## config.mk

```make
export PLATFORM = sky130hd
export DESIGN_NAME = face_detect_mul_arbiter
export DESIGN_NICKNAME = d
export VERILOG_FILES = /design/src/rtl/face_detect_mul_arbiter.sv
export SDC_FILE = /design/constraint.sdc
export NUM_CORES = 1
export LEC_CHECK = 0
export CORE_MARGIN = 2
export CORE_UTILIZATION = 27
export CTS_BUF_LIST = sky130_fd_sc_hd__clkbuf_8
export DETAILED_ROUTE_END_ITERATION = 12
export GPL_TIMING_DRIVEN = 0
export MAX_ROUTING_LAYER = met4
export PLACE_DENSITY = 0.8
export SLEW_MARGIN = 5
export SYNTH_ARGS = -nofsm -noshare
export SYNTH_HDL_FRONTEND = slang
export SYNTH_SLANG_ARGS = --single-unit
```

## constraint.sdc

```tcl
create_clock -name clk -period 2.4 [get_ports clk]
set_clock_uncertainty 0.15 [all_clocks]
set_input_delay 0.6 -clock clk [delete_from_list [all_inputs] [get_ports clk]]
set_output_delay 0.6 -clock clk [all_outputs]
set_load 0.01 [all_outputs]
```

## src/rtl/face_detect_mul_arbiter.sv

```systemverilog
// face_detect_mul_arbiter
// Lets NUM_REQ requesters share one pipelined 16x7 unsigned multiplier.
// A round-robin arbiter picks one operand pair per cycle and drives din0/din1.
// A valid/ID tag pipeline runs in lockstep with the multiplier, and each
// product comes back on one tagged response channel. Response backpressure
// deasserts the multiplier ce, which freezes the multiplier and the tag
// pipeline together.
//
// Optional build macro FACE_DETECT_MUL_ARB_STATS_EN adds two saturating
// 32-bit counters, stat_issue_cnt and stat_stall_cnt.

module face_detect_mul_arbiter #(
    parameter int NUM_REQ = 4,   // number of requesters (2..8)
    parameter int ID_W    = 2,   // requester ID width, 2**ID_W >= NUM_REQ
    parameter int MUL_LAT = 3    // ce-enabled edges from din0/din1 to dout
) (
    input  logic                   clk,
    input  logic                   reset,

    // requester side
    input  logic [NUM_REQ-1:0]     req_valid,
    output logic [NUM_REQ-1:0]     req_ready,
    input  logic [16*NUM_REQ-1:0]  req_a,
    input  logic [7*NUM_REQ-1:0]   req_b,

    // shared multiplier
    output logic                   mul_ce,
    output logic [15:0]            mul_din0,
    output logic [6:0]             mul_din1,
    input  logic [21:0]            mul_dout,

    // tagged response channel
    output logic                   rsp_valid,
    input  logic                   rsp_ready,
    output logic [ID_W-1:0]        rsp_id,
    output logic [21:0]            rsp_data,

    output logic                   busy
`ifdef FACE_DETECT_MUL_ARB_STATS_EN
    ,
    output logic [31:0]            stat_issue_cnt,
    output logic [31:0]            stat_stall_cnt
`endif
);

    // ------------------------------------------------------------------
    // State
    // ------------------------------------------------------------------
    logic [MUL_LAT-1:0]           vld;       // slot occupancy, [0] is newest
    logic [MUL_LAT-1:0][ID_W-1:0] id_pipe;   // requester tag for each slot
    logic [ID_W-1:0]              last_gnt;  // most recently granted requester

    // Arbitration results
    logic [ID_W-1:0]              cand;
    logic                         cand_found;
    logic                         issue;

    // Returns (base + off) mod NUM_REQ. It assumes base < NUM_REQ and
    // off <= NUM_REQ, so one conditional subtract is enough.
    function automatic logic [ID_W-1:0] wrap_idx(input logic [ID_W-1:0] base,
                                                 input int              off);
        int sum;
        sum = int'(base) + off;
        if (sum >= NUM_REQ) begin
            sum = sum - NUM_REQ;
        end
        return sum[ID_W-1:0];
    endfunction

    // ------------------------------------------------------------------
    // Response side and pipeline enable
    // ------------------------------------------------------------------
    assign rsp_valid = vld[MUL_LAT-1];
    assign rsp_id    = id_pipe[MUL_LAT-1];
    assign rsp_data  = mul_dout;
    assign busy      = |vld;

    // The whole pipeline advances unless a finished result is waiting. ce is
    // forced high during reset so the multiplier datapath flushes even if a
    // stalled response is still showing.
    assign mul_ce    = reset || !rsp_valid || rsp_ready;

    // Round-robin search starting just after the last grant
    always_comb begin
        // NOTE: every variable written in this block gets a default value
        // first. If a path left a variable unassigned, synthesis would infer
        // a latch to hold its previous value.
        cand       = '0;
        cand_found = 1'b0;
        for (int off = 1; off <= NUM_REQ; off++) begin
            if (!cand_found && req_valid[wrap_idx(last_gnt, off)]) begin
                cand       = wrap_idx(last_gnt, off);
                cand_found = 1'b1;
            end
        end
    end

    // Grant and operand steering. Only the candidate sees ready, and only
    // when the pipeline can move.
    always_comb begin
        req_ready = '0;
        mul_din0  = '0;
        mul_din1  = '0;
        issue     = cand_found && mul_ce && !reset;
        if (issue) begin
            req_ready[cand] = 1'b1;
        end
        if (cand_found) begin
            mul_din0 = req_a[16*int'(cand) +: 16];
            mul_din1 = req_b[7*int'(cand) +: 7];
        end
    end

    // Tag pipeline and round-robin pointer. All of this state holds while
    // ce is low.
    always_ff @(posedge clk) begin
        // NOTE: sequential state uses non-blocking assignments only. Every
        // slot then samples the value its neighbour had before the edge, which
        // is what makes this a shift register and not a single-cycle pass.
        if (reset) begin
            vld      <= '0;
            id_pipe  <= '0;
            last_gnt <= ID_W'(NUM_REQ - 1);
        end else if (mul_ce) begin
            vld[0]     <= issue;
            id_pipe[0] <= issue ? cand : '0;
            for (int i = 1; i < MUL_LAT; i++) begin
                vld[i]     <= vld[i-1];
                id_pipe[i] <= id_pipe[i-1];
            end
            if (issue) begin
                last_gnt <= cand;
            end
        end
    end

`ifdef FACE_DETECT_MUL_ARB_STATS_EN
    logic [31:0] issue_cnt;
    logic [31:0] stall_cnt;

    assign stat_issue_cnt = issue_cnt;
    assign stat_stall_cnt = stall_cnt;

    // Saturating counters for accepted operations and for frozen cycles
    always_ff @(posedge clk) begin
        if (reset) begin
            issue_cnt <= '0;
            stall_cnt <= '0;
        end else begin
            if (issue && (issue_cnt != 32'hFFFF_FFFF)) begin
                issue_cnt <= issue_cnt + 32'd1;
            end
            if (!mul_ce && (stall_cnt != 32'hFFFF_FFFF)) begin
                stall_cnt <= stall_cnt + 32'd1;
            end
        end
    end
`endif

endmodule

```

-- After elaboration in Yosys (flattened, before gate mapping)
Cells that the tools add are included.
Widths: inputs -> output; s select.
- register bits after elaboration: 11
- input port bits: 121
- output and inout bits: 54
- word-level logic and storage cells: 67
- $add $sub $neg: 8
- multipliers: 1
- order comparisons: 10
- shift-type cells: 2
- multiplexer cells: 26
- reductions and logical operators: 15
- operator list (kind ; count):
    $shiftx 64x7->16 ; 1
    $shiftx 28x6->7 ; 1
    $mux 2 ; 9
    $mux 16 ; 1
    $lt 2x3->1 const B ; 5
    $ge 3x3->1 const B ; 3
    $mux 1 ; 9
    $bmux 1 s2 ; 4
    $sub 2x1->2 const B ; 4
    $mux 7 ; 1
    $add 2x2->3 const B ; 2
    $logic_and 1x1->1 ; 6
    $logic_not 1->1 ; 5
    $mul 3x2->5 const A ; 1
    $add 2x3->4 const B ; 1
    $ge 4x3->1 const B ; 1
    $mux 4 ; 1
    $add 2x1->3 const B ; 1
    $reduce_or 3->1 ; 1
    $demux 1 s2 ; 1
    $ge 2x1->1 const B ; 1
    $logic_or 1x1->1 ; 2
    $reduce_and 2->1 ; 1

-- Depth between registers and ports, before layout
Gate-level depths: netlist of the first run.
- depth in word-level cells: 20
- gate-level depth with buffers: 7
- gate-level depth less buffers: 4

-- Worst setup path before layout of the first run
Ideal clock, no wire load.
- path type: input to output
- start point: input req_valid[3]
- end point: output mul_din0[0]
- arrival time: 1.696 ns
- required time: 1.650 ns
- setup slack: -0.046 ns
- stages: 7
- path buffers: 3
- cell sequence: and2b_4 > o221a_1 > buf_6 > buf_8 > buf_8 > mux2i_1 > o22ai_1
- cells in the longest elaborated chain, start to end: 14
- elaborated cells on any way between the ends: 24
- those cells by class: shift (1); mux (17); reduce/logical (6)
- RTL lines (element ; RTL line ; source):
    from (decl) ; 21 ; input logic [NUM_REQ-1:0] req_valid,
    $bmux 1 s2 ; 91 ; if (!cand_found && req_valid[wrap_idx(last_gnt, off)]) begin
    $mux 1 (implied by the code) ; 91 ;
    $mux 1 ; 91 ;
    $logic_not 1->1 ; 91 ;
    $logic_and 1x1->1 ; 91 ;
    $mux 1 ; 91 ;
    $logic_not 1->1 ; 91 ;
    $logic_and 1x1->1 ; 91 ;
    $mux 1 ; 91 ;
    $logic_not 1->1 ; 91 ;
    $logic_and 1x1->1 ; 91 ;
    $mux 2 ; 91 ;
    $shiftx 64x7->16 ; 109 ; mul_din0 = req_a[16*int'(cand) +: 16];
    $mux 16 * ; 108 ; if (cand_found) begin
    to (decl) ; 28 ; output logic [15:0] mul_din0,
Mark *: on every way between the ends. The rest lies on a longest branch, timed or not. The select of a mux whose other input is x is not followed.

-- Final worst setup path of the first run
- start point: input req_valid[3]
- end point: output mul_din1[4]
- cells in the longest elaborated chain, start to end: 15
- elaborated cells on any way between the ends: 25
- those cells by class: mul (1); shift (1); mux (17); reduce/logical (6)
- RTL lines (element ; RTL line ; source):
    $bmux 1 s2 ; 91 ;
    $mux 1 (implied by the code) ; 91 ;
    $mux 1 ; 91 ;
    $logic_not 1->1 ; 91 ;
    $logic_and 1x1->1 ; 91 ;
    $mux 1 ; 91 ;
    $logic_not 1->1 ; 91 ;
    $logic_and 1x1->1 ; 91 ;
    $mux 1 ; 91 ;
    $logic_not 1->1 ; 91 ;
    $logic_and 1x1->1 ; 91 ;
    $mux 2 ; 91 ;
    $mul 3x2->5 ; 110 ; mul_din1 = req_b[7*int'(cand) +: 7];
    $shiftx 28x6->7 ; 110 ;
    $mux 7 * ; 108 ;
    to (decl) ; 29 ; output logic [6:0] mul_din1,
Marks and branches as above.

==> results of run 1 <==
==> cell families after synthesis <==
family	synth area share, %
AOI/OAI and AO/OA	18.4
buffers and inverters	20.7
DFF	16.0
muxes	33.4
and+or+nand+nor	11.6
==> worst max-delay path, stage by stage <==
cell and delay [ps]:
sky130_fd_sc_hd__buf_8 100, sky130_fd_sc_hd__and2b_4 160, sky130_fd_sc_hd__o221a_4 280, sky130_fd_sc_hd__buf_12 150, sky130_fd_sc_hd__buf_8 120, sky130_fd_sc_hd__mux2i_4 180, sky130_fd_sc_hd__o22ai_4 180, sky130_fd_sc_hd__buf_6 120
==> Yosys cell counts (2+ instances only) <==
cell	instances
sky130_fd_sc_hd__dfxtp_1	11
sky130_fd_sc_hd__buf_4	26
sky130_fd_sc_hd__o21ai_1	2
sky130_fd_sc_hd__mux2i_1	46
sky130_fd_sc_hd__buf_8	3
sky130_fd_sc_hd__buf_2	3
sky130_fd_sc_hd__o22ai_1	23
sky130_fd_sc_hd__nor2_1	8
sky130_fd_sc_hd__nand2b_1	4
sky130_fd_sc_hd__a21o_1	2
sky130_fd_sc_hd__nand2_1	13
sky130_fd_sc_hd__clkbuf_1	4
sky130_fd_sc_hd__nor2b_1	2
sky130_fd_sc_hd__a21oi_1	6
==> where the power goes <==
| group | leakage (nW) | switching (mW) | total, mW | internal (mW) |
|---|---|---|---|---|
| sequential | 0.0907 | 0.0168 | 0.218 | 0.201 |
| combinational | 1.36 | 0.483 | 1.20 | 0.713 |
| clock | 0.0269 | 0.0725 | 0.185 | 0.113 |
| total | 1.48 | 0.572 | 1.60 | 1.03 |
==> cell type report <==
cell class,instances,area [sq um],share of cell area (%)
Multi-Input combinational cell,118,1180,33.7
Tap cell,70,87.6,2.49
Inverter,1,3.75,0.107
Clock buffer,3,41.3,1.18
Clock inverter,1,3.75,0.107
Buffer,34,332,9.44
Timing Repair Buffer,168,1640,46.7
Sequential cell,11,221,6.31
==> path summary, 6_finish.rpt <==
kind | startpoint | end | slack (ps) | cells past startpoint
min | id_pipe[1] | id_pipe[1] | 300 | 2
max reg2reg | last_gnt[0] | last_gnt[0] | 820 | 6
min reg2reg | id_pipe[1] | id_pipe[1] | 300 | 2
max | req_valid[3] | mul_din1[4] | -260 | 8
==> what timing repair did <==
| action | in CTS | in global routing |
|---|---|---|
| setup buffers | 13 | 2 |
| pin swaps | 19 | 7 |
| gates cloned | 5 | 1 |
| gates resized for setup | 186 | 33 |
| endpoints found under the setup margin | 28 | 27 |
==> routing by layer <==
metal / track usage, % / up-vias / wire length (microns) / share of wire [%]
met5: - / - / 0 / 0
met4: 6.04 / 0 / 74 / 1.1
met3: 5.03 / 6 / 404 / 6.2
met2: 41.7 / 87 / 3690 / 57
met1: 23.6 / 867 / 2350 / 36
li1: - / 931 / - / -
==> registers in the layout, indices dropped and copies added, names as in the netlist <==
signal / cells
last_gnt: 2
id_pipe: 4
rsp_id: 2
vld: 3
==> per-stage QoR <==
| step | util [%] | instance area, sq um | setup WS, ps |
|---|---|---|---|
| 2_1_floorplan | - | 1490 | -29.6 |
| 6_report | 70.1 | 3510 | -256 |
| 3_5_place_dp | 61.7 | 3090 | -1310 |
| 3_3_place_gp | 61.7 | 3090 | -1310 |
| 4_1_cts | 68.7 | 3440 | -273 |
| 5_1_grt | 70.1 | 3510 | -289 |
==> reports/results.tsv, run 1 <==
metric	value	unit
run_status	finished, violations left	
violations_in_the_final_reports	setup timing	
hold_viol_final	0	
post_synth.cell_area_avg	8.26	sq um
synth.top_cell.area_share	33.4	%
power_density	455	nW/um^2
type_of_the_tightest_min_delay_check	reg -> reg	
final_cycle_share	111	%
tritoncts	yes	
areaGrowthSynthToFinish	154	%
netlist_area	1380	sq um
leakage_component_of_the_power	1.48	nW
detail_route.vias_per_cell	4.66	
io_buffer_count	151	
postRouteAntennaNets	0	
ys_seq_area_share	16.0	%
final_layout_size_suffix_gt1_share	39.9	%
crit_required	1650	ps
grt_pass1_wl	9400	microns
relative_slew_margins	62.5	%
mostFrequentLayoutCell	sky130_fd_sc_hd__clkdlybuf4s50_1	
hold_slack	299	ps
io_pins	175	
synth_cell_types	28	
final-setup-viol-count	27	
clk-insertion-delay-late	240	ps
n_fill_cell	411	
synthesis.nets	288	
synth_edf_count	0	
avgRoutedWirePerCell	16.1	microns
final_total_negative_setup_slack	-5090	ps
post_synth_inst_count	167	
yosys_register_bits	11	
final_cells	406	
grt_max_degree	11	
ir_worst_vdd	0.206	mV
fp.coreArea	5010	sq um
route.final.wire_length	6520	microns
clock_path_buffers	2	
dominantRegCellSynth	sky130_fd_sc_hd__dfxtp_1	
data_arrival_critical_path	1910	ps
die_area	5700	sq um
maxCapViolations	0	
post-route-worst-setup-slack	-256	ps
nets	458	
grt_pass1_vias	2025	
drv_slew	0	
gp_routability_congestion	0.822	
die_w	75.5	microns
cts_htree_levels	1	
grt_use_total	22.4	%
cts_hold_buffers	0	
numCtsBuffers	3	
max_clock_freq	0.377	GHz
worst_slew_pin_slew	554	ps
number_of_antenna_violations_at_the_first_check_in_global_routing	0	
drt_iter0_drc	51	
critical_path_end_type	output port	
dr_total_vias	1891	
dr.pass1.iters	4	
overall_die_height	75.5	microns
synth.top_cells.by_area	sky130_fd_sc_hd__mux2i_1, sky130_fd_sc_hd__dfxtp_1, sky130_fd_sc_hd__buf_4, sky130_fd_sc_hd__o22ai_1, sky130_fd_sc_hd__nand2_1	
pwr_total	1.60	mW
mostFrequentLayoutCells	sky130_fd_sc_hd__clkdlybuf4s50_1, sky130_fd_sc_hd__mux2i_1, sky130_fd_sc_hd__buf_4, sky130_fd_sc_hd__buf_2, sky130_fd_sc_hd__o22ai_2	
core.rowCount	26	
grt_overflow	0	
cell_at_the_root_of_the_clock_tree	sky130_fd_sc_hd__clkbuf_8	
cp-start-kind	primary input	
finalCriticalPeriod	2660	ps
dp.cells	388	
asyncSetResetFlopFracSynth	0	%
yosysWarningCount	0	
clock_sink_count	11	
floorplan.initialDensity	27.5	%
rsz0062_at_grt	true	
clkTransAtPathRegs	50	ps
dr_drc_count	0	
place_hpwl	4830	microns
synth_largest_area_cell	sky130_fd_sc_hd__mux2i_1	
maximum_fanout_encountered_on_the_critical_timing_path	5	
timing.setup.critical_path_class	in -> out	
antenna_cells_inserted	0	
No activity file was read; power rests on OpenSTA's default activity.
==> run 2, diff against run 1 <==
--- a/config.mk
+++ b/config.mk
@@ -5,13 +5,14 @@
 export SDC_FILE = /design/constraint.sdc
 export NUM_CORES = 1
 export LEC_CHECK = 0
+export CORE_ASPECT_RATIO = 1.75
 export CORE_MARGIN = 2
 export CORE_UTILIZATION = 27
 export CTS_BUF_LIST = sky130_fd_sc_hd__clkbuf_8
 export DETAILED_ROUTE_END_ITERATION = 12
 export GPL_TIMING_DRIVEN = 0
 export MAX_ROUTING_LAYER = met4
-export PLACE_DENSITY = 0.8
+export PLACE_DENSITY = 0.84
 export SLEW_MARGIN = 5
 export SYNTH_ARGS = -nofsm -noshare
 export SYNTH_HDL_FRONTEND = slang
==> reports/results.tsv, run 2 (synthesized netlist as in run 1, its figures left out) <==
metric	value	unit	change
run_status	finished, violations left		
violations_in_the_final_reports	setup timing		
drt_iter0_drc	25		-51%
clk-insertion-delay-late	240	ps	about the same
met1Wirelength	2340	microns	-0.47%
avgRoutedWirePerCell	17.4	microns	+8.7%
final_cycle_share	113	%	+2.2 points
power_switching	566	uW	-1.1%
max_clock_freq	0.369	GHz	-2.0%
routed-wl-met2	3680	microns	-0.22%
maximum_fanout_encountered_on_the_critical_timing_path	4		-1
dr.pass1.iters	4		unchanged
placedInstanceArea	3070	sq um	-0.65%
core.rowCount	34		+31%
hold-path-cell-count	2		unchanged
fp.coreArea	4930	sq um	-1.5%
stdcell_area	3460	sq um	-1.5%
io_pins	175		unchanged
maxCapViolations	0		unchanged
floorplan.initialDensity	28.0	%	+0.42 points
largest_register	id_pipe		
reg2reg_launch_point	last_gnt[1]		
worst_hold_startpoint	id_pipe[1]		
largest_register_ffs	4		unchanged
die_area	5720	sq um	+0.39%
grt_pass1_vias	2172		+7.3%
wl_met3	623	microns	+54%
data_arrival_critical_path	1960	ps	+50 ps
number_of_antenna_violations_at_the_first_check_in_global_routing	0		unchanged
leakage_component_of_the_power	1.46	nW	-1.0%
registers_with_the_most_flip_flops	id_pipe x4, vld x3		
pwr_total	1.57	mW	-2.0%
numCtsBuffers	3		unchanged
crit_path_frequent_cell	sky130_fd_sc_hd__nor2_1		
cp-start-kind	primary input		
critical_path_end_type	output port		
final-setup-viol-count	27		unchanged
internal-power	1.00	mW	-2.5%
post-route-worst-setup-slack	-309	ps	-53.8 ps
combPwrFrac	74.4	%	-0.4 points
areaGrowthSynthToFinish	151	%	
grt_pass1_wl	10600	microns	+13%
route.final.wire_length	6820	microns	+4.7%
die_w	58.0	microns	-23%
n_fill_cell	403		-1.9%
nets	459		+0.22%
maxUsedRoutingLayer	met4		
worst_slew_pin_slew	881	ps	+327 ps
type_of_the_tightest_min_delay_check	reg -> reg		
overall_die_height	98.6	microns	+31%
cpLargestDelayFamily	compound AO/OA/AOI/OAI gates		
mostFrequentLayoutCell	sky130_fd_sc_hd__clkdlybuf4s50_1		
cp.buffers_inverters	3		-1
crit_required	1650	ps	about the same
gp_routability_congestion	0.837		+1.9%
rsz0062_at_grt	true		
clock_sink_count	11		unchanged
grt_max_degree	11		unchanged
postLayoutCoreUtil	70.1	%	about the same
critPathSlowestCell	sky130_fd_sc_hd__o311ai_1		
relative_slew_margins	40.3	%	-22 points
grt_overflow	0		unchanged
ff_to_ff_path_depth	8		+2
power_switching_share	36.1	%	+0.34 points
antenna_cells_inserted	0		unchanged
postRouteAntennaNets	0		unchanged
clock_path_buffers	2		unchanged
dr_drc_count	0		unchanged
final_cells	391		-3.7%
grt_use_total	24.9	%	+2.5 points
power_density	453	nW/um^2	-0.46%
mostFrequentLayoutCells	sky130_fd_sc_hd__clkdlybuf4s50_1, sky130_fd_sc_hd__buf_4, sky130_fd_sc_hd__mux2i_1, sky130_fd_sc_hd__buf_2, sky130_fd_sc_hd__o22ai_2		
place_hpwl	5300	microns	+9.8%
drv_slew	0		unchanged
critical_path_cell_count	6		-2
timing.hold.worst_endpoint	id_pipe[1]		
final_layout_size_suffix_gt1_share	38.3	%	-1.6 points
dr_total_vias	1952		+3.2%
sequentialPowerShare	13.9	%	+0.3 points
io_buffer_count	151		unchanged
tritoncts	yes		
clkTransAtPathRegs	50	ps	about the same
ir_worst_vdd	0.363	mV	+76%
dp.cells	372		-4.1%
worst_r2r_setup_slack	710	ps	-110 ps
cts_hold_buffers	0		unchanged
power.clock.fraction	11.7	%	about the same
timing.setup.critical_path_class	in -> out		
r2r_end	id_pipe[1]		
hold_slack	307	ps	+8.00 ps
detail_route.vias_per_cell	4.99		+7.2%
final_total_negative_setup_slack	-4960	ps	+137 ps
cell_at_the_root_of_the_clock_tree	sky130_fd_sc_hd__clkbuf_8		
cts_htree_levels	1		unchanged
pre_cts_ws	-1390	ps	-86.2 ps
slowest_delay	730	ps	+450 ps
finalCriticalPeriod	2710	ps	+53.8 ps
hold_viol_final	0		unchanged
critical_path.cell_chain	buf_8 > buf_4 > nor2_1 > o311ai_1 > nor2_1 > clkdlybuf4s15_1		
==> run 2: cell count changes in the layout (fill, tap and decap cells not counted), sizes merged <==
cell	delta
clkbuf	-1
buf	+1
clkdlybuf4s15	+1
==> run 2: worst max-delay path by stage <==
| stage | startpoint | endpoint | slack (ps) |
|---|---|---|---|
| 3_3_place_gp | req_valid[2] | mul_din1[1] | -1350 |
| 2_1_floorplan | req_valid[2] | mul_din1[0] | -30 |
| 4_1_cts | req_valid[3] | mul_din1[5] | -270 |
| 6_report | req_valid[3] | req_ready[0] | -310 |
| 3_5_place_dp | req_valid[2] | mul_din1[1] | -1390 |
| 5_1_grt | req_valid[3] | req_ready[0] | -310 |
==> run 2: power groups by stage <==
| stage | Clock, mW | Sequential [mW] | Combinational [mW] |
|---|---|---|---|
| 4_1_cts | 0.186 | 0.215 | 1.15 |
| 6_report | 0.184 | 0.217 | 1.17 |
| 2_1_floorplan | 0 | 0.213 | 0.525 |
| 3_3_place_gp | 0 | 0.215 | 1.00 |
| 5_1_grt | 0.198 | 0.219 | 1.24 |
| 3_5_place_dp | 0 | 0.216 | 1.01 |
==> run 2: area by class of cell <==
class / count / area [sq um] / share of cell area (%)
Buffer: 34 / 333 / 9.62
Clock buffer: 3 / 41.3 / 1.19
Clock inverter: 1 / 3.75 / 0.109
Inverter: 1 / 3.75 / 0.109
Multi-Input combinational cell: 118 / 1190 / 34.4
Sequential cell: 11 / 220 / 6.37
Tap cell: 54 / 67.6 / 1.95
Timing Repair Buffer: 169 / 1600 / 46.2
==> run 2: layer usage <==
layer	global-route usage [%]	vias to the layer above
met5	-	-
met4	9.66	0
met3	6.04	13
met2	44.4	132
met1	25.3	876
li1	-	931
==> run 2: worst reg2reg max path: stages, from the launching register on <==
cell and delay [ps]:
sky130_fd_sc_hd__dfxtp_1 480, sky130_fd_sc_hd__o21ai_2 100, sky130_fd_sc_hd__o221a_4 250, sky130_fd_sc_hd__buf_12 150, sky130_fd_sc_hd__buf_12 130, sky130_fd_sc_hd__buf_6 110
sky130_fd_sc_hd__nand2_4 70, sky130_fd_sc_hd__buf_4 110, sky130_fd_sc_hd__nand2_1 40
==> run 2: repair_timing <==
action,CTS,global route
gates resized for setup,182,27
setup endpoints to repair,28,27
gates cloned,4,0
setup buffers,13,3
pin swaps,25,6
==> run 3, diff against run 2 <==
--- a/config.mk
+++ b/config.mk
@@ -17,3 +17,4 @@
 export SYNTH_ARGS = -nofsm -noshare
 export SYNTH_HDL_FRONTEND = slang
 export SYNTH_SLANG_ARGS = --single-unit
+export TNS_END_PERCENT = 30
==> reports/results.tsv, run 3 (synthesized netlist as in run 1, its figures left out) <==
metric	value	unit	change
final_layout_size_suffix_gt1_share	32.1	%	-6.2 points
detail_route.vias_per_cell	5.05		+1.2%
mostFrequentLayoutCells	sky130_fd_sc_hd__clkdlybuf4s50_1, sky130_fd_sc_hd__mux2i_1, sky130_fd_sc_hd__buf_4, sky130_fd_sc_hd__buf_2, sky130_fd_sc_hd__o22ai_1		
worst_slew_pin_slew	820	ps	-60.9 ps
final_cells	384		-1.8%
pwr_total	1.44	mW	-8.1%
postRouteAntennaNets	0		unchanged
maximum_fanout_encountered_on_the_critical_timing_path	8		+4
drt_iter0_drc	25		unchanged
cts_htree_levels	1		unchanged
hold_slack	297	ps	-9.29 ps
clk-insertion-delay-late	240	ps	about the same
postLayoutCoreUtil	65.1	%	-4.9 points
grt_overflow	0		unchanged
post-route-worst-setup-slack	-232	ps	+77.7 ps
power_density	448	nW/um^2	-1.1%
areaGrowthSynthToFinish	133	%	
cell_at_the_root_of_the_clock_tree	sky130_fd_sc_hd__clkbuf_8		
critical_path_end_type	output port		
dr.pass1.iters	4		unchanged
timing.setup.critical_path_class	in -> out		
max_clock_freq	0.380	GHz	+3.0%
maxCapViolations	0		unchanged
largest_register_ffs	4		unchanged
dr_total_vias	1940		-0.61%
run_status	finished, violations left		
floorplan.initialDensity	28.0	%	unchanged
finalCriticalPeriod	2630	ps	-77.7 ps
relative_slew_margins	44.6	%	+4.3 points
cts_hold_buffers	0		unchanged
tritoncts	yes		
clock_path_buffers	2		unchanged
largest_register	id_pipe		
type_of_the_tightest_min_delay_check	reg -> reg		
mostFrequentLayoutCell	sky130_fd_sc_hd__clkdlybuf4s50_1		
drv_slew	0		unchanged
hold_viol_final	0		unchanged
number_of_antenna_violations_at_the_first_check_in_global_routing	0		unchanged
numCtsBuffers	3		unchanged
ff_to_ff_path_depth	6		-2
hold-path-cell-count	2		unchanged
nets	452		-1.5%
io_buffer_count	151		unchanged
ir_worst_vdd	0.366	mV	+0.91%
crit_required	1650	ps	about the same
die_area	5720	sq um	unchanged
grt_max_degree	11		unchanged
place_hpwl	5470	microns	+3.2%
grt_pass1_vias	2102		-3.2%
die_w	58.0	microns	unchanged
data_arrival_critical_path	1880	ps	-80 ps
final_cycle_share	110	%	-3.2 points
final-setup-viol-count	27		unchanged
clock_sink_count	11		unchanged
leakage_component_of_the_power	1.39	nW	-5.1%
core.rowCount	34		unchanged
dp.cells	372		unchanged
grt_pass1_wl	10000	microns	-5.7%
grt_use_total	23.3	%	-1.6 points
final_total_negative_setup_slack	-4310	ps	+642 ps
dr_drc_count	0		unchanged
registers_with_the_most_flip_flops	id_pipe x4, vld x3		
cp-start-kind	primary input		
overall_die_height	98.6	microns	unchanged
io_pins	175		unchanged
fp.coreArea	4930	sq um	unchanged
route.final.wire_length	6630	microns	-2.8%
rsz0062_at_grt	true		
violations_in_the_final_reports	setup timing		
gp_routability_congestion	0.805		-3.9%
clkTransAtPathRegs	50	ps	about the same
avgRoutedWirePerCell	17.3	microns	-1.0%
antenna_cells_inserted	0		unchanged
-- run 3: repair_timing --
| action | in CTS | in global routing |
|---|---|---|
| pin swaps | 22 | 8 |
| setup buffers | 9 | 1 |
| gates resized for setup | 174 | 15 |
| endpoints found under the setup margin | 28 | 28 |
| cloned | 2 | 0 |
-- run 3: power by group --
part           total [mW]  internal, mW  switching (mW)  leakage, nW
clock               0.184         0.114          0.0700       0.0255
sequential          0.216         0.201          0.0149       0.0909
combinational        1.04         0.609           0.431         1.27
-- run 3: path summary, 6_finish.rpt --
| path | from | slack [ps] | to |
|---|---|---|---|
| setup reg to reg | last_gnt[0] | 760 | last_gnt[1] |
| hold / removal | rsp_id[1] | 300 | rsp_id[1] |
| setup / recovery | req_valid[3] | -230 | mul_din1[5] |
| hold reg to reg | rsp_id[1] | 300 | rsp_id[1] |
-- run 3: worst max-delay path, cell delays in order --
cell                      delay, ps
sky130_fd_sc_hd__buf_8          100
sky130_fd_sc_hd__and2b_4        170
sky130_fd_sc_hd__o221a_4        260
sky130_fd_sc_hd__buf_12         150
sky130_fd_sc_hd__buf_16         140
sky130_fd_sc_hd__mux2i_2        150
sky130_fd_sc_hd__o22ai_1        130
sky130_fd_sc_hd__buf_2          170
-- run 3: routing by layer --
layer  up-vias  track usage (%)  part of all wire [%]
li1        917                -                     -
met3        13             8.27                    12
met4         0             5.19                   2.2
met2       128             43.4                    54
met1       882             22.1                    32
met5         -                -                     0
-- run 3: metrics by stage --
step                      setup WS (ps)  cell area (sq um)
after global placement            -1190               2990
after floorplan                   -45.6               1410
after detailed placement          -1210               2990
after CTS                          -271               3200
final                              -232               3210
after global routing               -262               3210
-- run 3: cell type report --
type | count | area, sq um
Buffer | 34 | 317
Clock buffer | 3 | 41.3
Sequential cell | 11 | 220
Inverter | 1 | 3.75
Fill cell | 420 | 1720
Multi-Input combinational cell | 118 | 1040
Clock inverter | 1 | 5.00
Timing Repair Buffer | 162 | 1520
Tap cell | 54 | 67.6
